--- src/rtl/drac_pkg.sv ---
// Shared core types: CSR commands and CSR commit-controller definitions.
package drac_pkg;

    localparam int CSR_ADDR_SIZE = 12;

    typedef enum logic [2:0] {
        CSR_READ,
        CSR_WRITE,
        CSR_SET,
        CSR_CLEAR,
        CSR_SYS,
        CSR_VSELVL,
        CSR_N2
    } csr_cmd_t;

    typedef enum logic [2:0] {
        IDLE,
        REQ,
        WAIT,
        WFI,
        FLUSH
    } csr_ctrl_state_t;

    localparam int CSR_CTRL_TIMER_W = 8;
    localparam int CSR_CTRL_FLUSH_W = 3;

endpackage

--- src/rtl/csr_resp_timer.sv ---
// Loadable response-wait counter; tc_o marks the last cycle before
// the outstanding CSR request is abandoned.
module csr_resp_timer
    import drac_pkg::*;
#(
    parameter int RESP_TIMEOUT = 64
) (
    input  logic clk_i,
    input  logic rst_i,
    input  logic clr_i,
    input  logic en_i,
    output logic tc_o
);

    localparam logic [CSR_CTRL_TIMER_W-1:0] TC =
        CSR_CTRL_TIMER_W'(RESP_TIMEOUT - 1);

    logic [CSR_CTRL_TIMER_W-1:0] cnt_q;
    logic [CSR_CTRL_TIMER_W-1:0] cnt_d;

    always_comb begin
        cnt_d = cnt_q;
        if (clr_i)
            cnt_d = '0;
        else if (en_i)
            cnt_d = cnt_q + 1'b1;
    end

    always_ff @(posedge clk_i or posedge rst_i) begin
        if (rst_i)
            cnt_q <= '0;
        else
            cnt_q <= cnt_d;
    end

    assign tc_o = (cnt_q == TC);

endmodule

--- src/rtl/csr_commit_ctrl.sv ---
// Commit-to-CSR sequencer: one request per op, waits for the response,
// then write-back, WFI sleep or a post-write flush.
module csr_commit_ctrl
    import drac_pkg::*;
#(
    parameter int RESP_TIMEOUT = 64,
    parameter int FLUSH_CYCLES = 2
) (
    input  logic                     clk_i,
    input  logic                     rst_i,
    input  logic                     csr_ena_i,
    input  csr_cmd_t                 csr_cmd_i,
    input  logic [CSR_ADDR_SIZE-1:0] csr_addr_i,
    input  logic [63:0]              csr_wdata_i,
    input  logic                     kill_i,
    output logic                     csr_req_valid_o,
    output csr_cmd_t                 csr_req_cmd_o,
    output logic [CSR_ADDR_SIZE-1:0] csr_req_addr_o,
    output logic [63:0]              csr_req_data_o,
    input  logic                     csr_resp_valid_i,
    input  logic [63:0]              csr_rdata_i,
    input  logic                     csr_xcpt_i,
    input  logic                     csr_wfi_i,
    input  logic                     irq_pending_i,
    output logic                     commit_stall_o,
    output logic                     wb_valid_o,
    output logic [63:0]              wb_data_o,
    output logic                     retire_o,
    output logic                     flush_o,
    output logic                     xcpt_o,
    output logic                     timeout_o
);

    localparam logic [CSR_CTRL_FLUSH_W-1:0] FLUSH_LAST =
        CSR_CTRL_FLUSH_W'(FLUSH_CYCLES);

    csr_ctrl_state_t state_q, state_d;
    csr_cmd_t cmd_q, cmd_d;
    logic [CSR_ADDR_SIZE-1:0] addr_q, addr_d;
    logic [63:0] data_q, data_d;
    logic [63:0] wb_data_q, wb_data_d;
    logic [CSR_CTRL_FLUSH_W-1:0] fcnt_q, fcnt_d;
    logic killed_q, killed_d;
    logic wb_valid_q, wb_valid_d;
    logic retire_q, retire_d;
    logic xcpt_q, xcpt_d;
    logic timeout_q, timeout_d;
    logic flush_q, flush_d;
    logic tc;

    csr_resp_timer #(
        .RESP_TIMEOUT(RESP_TIMEOUT)
    ) u_timer (
        .clk_i(clk_i),
        .rst_i(rst_i),
        .clr_i(state_q == REQ),
        .en_i (state_q == WAIT),
        .tc_o (tc)
    );

    always_comb begin
        state_d         = state_q;
        cmd_d           = cmd_q;
        addr_d          = addr_q;
        data_d          = data_q;
        wb_data_d       = wb_data_q;
        fcnt_d          = fcnt_q;
        killed_d        = killed_q;
        wb_valid_d      = 1'b0;
        retire_d        = 1'b0;
        xcpt_d          = 1'b0;
        timeout_d       = 1'b0;
        flush_d         = 1'b0;
        csr_req_valid_o = 1'b0;
        commit_stall_o  = 1'b1;
        unique case (state_q)
            IDLE: begin
                commit_stall_o = csr_ena_i;
                if (csr_ena_i && !kill_i) begin
                    cmd_d   = csr_cmd_i;
                    addr_d  = csr_addr_i;
                    data_d  = csr_wdata_i;
                    state_d = REQ;
                end
            end
            REQ: begin
                csr_req_valid_o = 1'b1;
                killed_d        = kill_i;
                state_d         = WAIT;
            end
            WAIT: begin
                if (kill_i)
                    killed_d = 1'b1;
                // A response beats a same-cycle timeout.
                if (csr_resp_valid_i) begin
                    if (killed_q || kill_i) begin
                        state_d = IDLE;
                    end else if (csr_xcpt_i) begin
                        xcpt_d  = 1'b1;
                        state_d = IDLE;
                    end else if (csr_wfi_i) begin
                        state_d = WFI;
                    end else begin
                        wb_valid_d = 1'b1;
                        retire_d   = 1'b1;
                        wb_data_d  = csr_rdata_i;
                        if (cmd_q == CSR_READ || cmd_q == CSR_N2) begin
                            state_d = IDLE;
                        end else begin
                            fcnt_d  = '0;
                            state_d = FLUSH;
                        end
                    end
                end else if (tc) begin
                    timeout_d = 1'b1;
                    state_d   = IDLE;
                end
            end
            WFI: begin
                if (irq_pending_i || kill_i) begin
                    retire_d = 1'b1;
                    state_d  = IDLE;
                end
            end
            FLUSH: begin
                if (fcnt_q == FLUSH_LAST) begin
                    state_d = IDLE;
                end else begin
                    flush_d = 1'b1;
                    fcnt_d  = fcnt_q + 1'b1;
                end
            end
            default: state_d = IDLE;
        endcase
    end

    always_ff @(posedge clk_i or posedge rst_i) begin
        if (rst_i) begin
            state_q    <= IDLE;
            cmd_q      <= CSR_READ;
            addr_q     <= '0;
            data_q     <= '0;
            wb_data_q  <= '0;
            fcnt_q     <= '0;
            killed_q   <= 1'b0;
            wb_valid_q <= 1'b0;
            retire_q   <= 1'b0;
            xcpt_q     <= 1'b0;
            timeout_q  <= 1'b0;
            flush_q    <= 1'b0;
        end else begin
            state_q    <= state_d;
            cmd_q      <= cmd_d;
            addr_q     <= addr_d;
            data_q     <= data_d;
            wb_data_q  <= wb_data_d;
            fcnt_q     <= fcnt_d;
            killed_q   <= killed_d;
            wb_valid_q <= wb_valid_d;
            retire_q   <= retire_d;
            xcpt_q     <= xcpt_d;
            timeout_q  <= timeout_d;
            flush_q    <= flush_d;
        end
    end

    assign csr_req_cmd_o  = cmd_q;
    assign csr_req_addr_o = addr_q;
    assign csr_req_data_o = data_q;
    assign wb_valid_o     = wb_valid_q;
    assign wb_data_o      = wb_data_q;
    assign retire_o       = retire_q;
    assign xcpt_o         = xcpt_q;
    assign timeout_o      = timeout_q;
    assign flush_o        = flush_q;

endmodule

--- config.mk ---
export PLATFORM = sky130hd
export DESIGN_NAME = csr_commit_ctrl
export DESIGN_NICKNAME = d
export VERILOG_FILES = /design/src/rtl/drac_pkg.sv /design/src/rtl/csr_resp_timer.sv /design/src/rtl/csr_commit_ctrl.sv
export SDC_FILE = /design/constraint.sdc
export NUM_CORES = 1
export LEC_CHECK = 0
export CAP_MARGIN = 20
export CORE_MARGIN = 1.5
export CORE_UTILIZATION = 30
export DETAILED_ROUTE_END_ITERATION = 8
export GPL_ROUTABILITY_DRIVEN = 0
export SLEW_MARGIN = 20
export SYNTH_ARGS = -nofsm -noshare
export SYNTH_HDL_FRONTEND = slang
export SYNTH_HIERARCHICAL = 1
export SYNTH_SLANG_ARGS = --single-unit
--- constraint.sdc ---
create_clock -name clk_i -period 11.3 [get_ports clk_i]
set_input_delay 2.26 -clock clk_i [delete_from_list [all_inputs] [get_ports clk_i]]
set_output_delay 2.26 -clock clk_i [all_outputs]
set_load 0.01 [all_outputs]
==> summary.md <==
| Metric | Value |
|---|---|
| Initial antenna violation count | `0` |
| Vias per cell | `4.501` |
| Remaining DRCs | `0` |
| Post-route setup TNS | `0 ns` |
| Worst hold path class | `reg2reg` |
| Pleak | `4.593 nW` |
| Final hold slack | `0.5038 ns` |
| Routed WL per cell | `16.80 um` |
| Cell depth of the worst flop-to-flop path | `4` |
| RSZ-0062 raised after global routing | `no` |
| Pre-antenna DRT Iters | `4` |
| Post-CTS Repair Setup Buffers | `0` |
| Core Box Area | `21,150 um^2` |
| Fraction of layout cells with a size suffix above 1 | `0.2600` |
| Antenna Violating Nets Remaining | `0` |
| Crit-path slowest cell | `clkdlybuf4s50_1` |
| Finished Layout Cells | `998` |
| I/O pin total | `301` |
| Layout area overhead | `59.65%` |
| CTS Buffer Depth | `2` |
| Clock transition at path regs | `0.06 ns` |
| CP Launch Type | `input pin` |
| Die area | `22,550 um^2` |
| Synth top area cells | `dfrtp_1 (63%), mux2_2 (18%), mux2_4 (8.8%), buf_6 (1.2%), buf_2 (0.77%)` |
| Fillers | `1,799` |
| Worst EP required | `9.04 ns` |
| Post-layout util | `0.4903` |
| Post-synth top area share | `0.6279` |
| Power per cell area | `242.9 nW/um^2` |
| Total chip power | `2.520 mW` |
| Root Buffer | `clkbuf_16` |
| Reg-to-Reg End | `csr_req_data_o[17]` |
| CTS tree | `yes` |
| Critical Path Sink Type | `output port` |
| Die W | `150.2 um` |
| Clock Skew | `0.01237 ns` |
| Total wire length | `16.77 mm` |
| Via count | `4,492` |
| H-tree depth | `4` |
| Max-capacitance violation count | `0` |
| First-pass GRT wire length | `25.63 mm` |
| Mapped Area | `6496 um^2` |
| Drt initial violations | `99` |
| Max incr delay on CP | `0.54 ns` |
| Final Max Slew Viols | `0` |
| Top FF cell, synth | `dfrtp_1` |
| R2R Setup Slk | `9.03 ns` |
| Cell chain of the critical path | `clkdlybuf4s50_1 -> nor2_1 -> nand2_1 -> clkdlybuf4s50_1` |
| Slew HR | `0.2996` |
| Yosys cell types | `41` |
| Area of the multi-input gates | `2260 um^2` |
| Die Ht | `150.2 um` |
| Gr ovfl total | `0` |
| CP Max Fanout | `3` |
| Fmax achieved | `0.1749 GHz` |
| Status | `completed` |
| Ys Warns | `6` |
| Hpwl dp | `12.13 mm` |
| Final setup viols | `0` |
| RR Startpoint | `state_q[2]` |
| Fin crit share | `0.5059` |
| Seq. cell area | `4079 um^2` |
| Arr. time, crit path | `3.46 ns` |
| N_diodes | `0` |
| Row cnt | `53` |
| Slew @ Worst Pin | `1.051 ns` |
| Hold Startpoint | `csr_req_addr_o[10]` |
| Vias in the first global route | `4,792` |
| Type of the worst setup path | `in2out` |
| Hold depth | `1` |
| Post-synth EDFFs | `0` |
| Avg Inst Size Synth | `16.00 um^2` |
| Final net count | `864` |
| Clk sinks | `163` |
| Post-synthesis sequential area ratio | `0.6279` |
| Post-CTS Hold Buffers | `0` |
| Max VDD drop | `113.9 uV` |
| Post-Syn Nets | `560` |
| Port Buf Inserts | `300` |
| Placed cells | `964` |
| Fin crit period | `5.717 ns` |
| Ys async rst share | `1.000` |
| Cts repair resizes | `0` |
| CTS buffer count | `17` |
| #FFs+latches synth | `163` |
| Final Hold Fails | `0` |
| Tot GR Track Use | `0.1490` |
| Largest net degree at the start of global routing | `80` |
| Starting density of the core | `0.3071` |
| Cell mode on critical path | `clkdlybuf4s50_1` |
| Worst Hold End | `csr_req_addr_o[10]` |
| Yosys top cell by area | `dfrtp_1` |
| Synth Instances | `406` |
| Worst skew pair latency | `0.42 ns` |
[flip-flops by register name, indices dropped and copies added, names as in the netlist]
signal          cells
wb_valid_o          1
fcnt_q              3
csr_req_cmd_o       3
killed_q            1
flush_o             1
u_timer/cnt_q       8
xcpt_o              1
csr_req_addr_o     12
csr_req_data_o     64
state_q             3
timeout_o           1
retire_o            1
wb_data_o          64
[placed cells by master, fill, tap and decap left out, types with 3 or more instances in the layout]
master / n
mux2_4: 38
xor2_1: 4
nand2_1: 7
inv_6: 5
buf_4: 3
mux2_2: 106
nand3_1: 5
clkinvlp_4: 5
nand4_1: 3
nor2_1: 10
clkbuf_16: 17
inv_1: 6
dfrtp_1: 163
clkdlybuf4s50_1: 300
a21oi_1: 4
or3_1: 4
nand2b_1: 3
o21ai_0: 6
ha_1: 3
[critical path, delay by kind of cell]
kind          cells  cell delay [ns]
buf+inv           2             1.07
simple gates      2             0.13
[report_power, final]
part / internal [mW] / switching (mW)
clock: 0.319 / 0.245
sequential: 0.817 / 0.135
combinational: 0.650 / 0.354
[metrics by stage]
stage,setup WS (ns),area (um^2)
floorplan,4.862,6496
global placement,5.557,9739
detailed placement,5.573,9739
CTS,5.573,10320
global route,5.489,10370
finish,5.583,10370
[how the worst max path moves through the flow]
| stage | startpoint | end | slack, ns |
|---|---|---|---|
| final | csr_ena_i | commit_stall_o | 5.58 |
| after global routing | csr_ena_i | commit_stall_o | 5.49 |
| after CTS | csr_ena_i | commit_stall_o | 5.57 |
| after detailed placement | csr_ena_i | commit_stall_o | 5.57 |
| after global placement | csr_ena_i | commit_stall_o | 5.56 |
| after floorplan | rst_i | csr_req_addr_o[0] | 4.86 |
[area by class of cell]
| cell class | instances | area share |
|---|---|---|
| multi-input combinational | 216 | 0.2179 |
| tap | 275 | 0.03318 |
| sequential | 163 | 0.3933 |
| clock buffer | 20 | 0.04403 |
| timing repair buffer | 305 | 0.2970 |
| inverter | 7 | 0.003016 |
| clock inverter | 12 | 0.01158 |
[kinds of logic after synthesis]
group | after synthesis | synth area share
xor gates and xnor gates | 5 | 0.006741
buffers and inverters | 27 | 0.02620
AOI/OAI and AO/OA | 19 | 0.01907
and+or+nand+nor | 44 | 0.04122
DFF | 163 | 0.6279
adders and majority gates | 3 | 0.005779
muxes | 145 | 0.2731
[cell usage after synthesis, types with 2 or more instances]
cell type,n
dfrtp_1,163
mux2_2,106
mux2_4,38
buf_2,10
nor2_1,10
buf_6,7
inv_1,7
nand2_1,7
o21ai_0,6
nand3_1,5
a21oi_1,4
or3_1,4
xor2_1,4
ha_1,3
nand2b_1,3
nand4_1,3
o211ai_1,2
[per-layer routing]
layer	track usage	share of wire
met4	0.06029	0.021
met2	0.2534	0.50
met3	0.06242	0.10
met5	0	0
met1	0.1638	0.38
No activity file was read; power rests on OpenSTA's default activity.
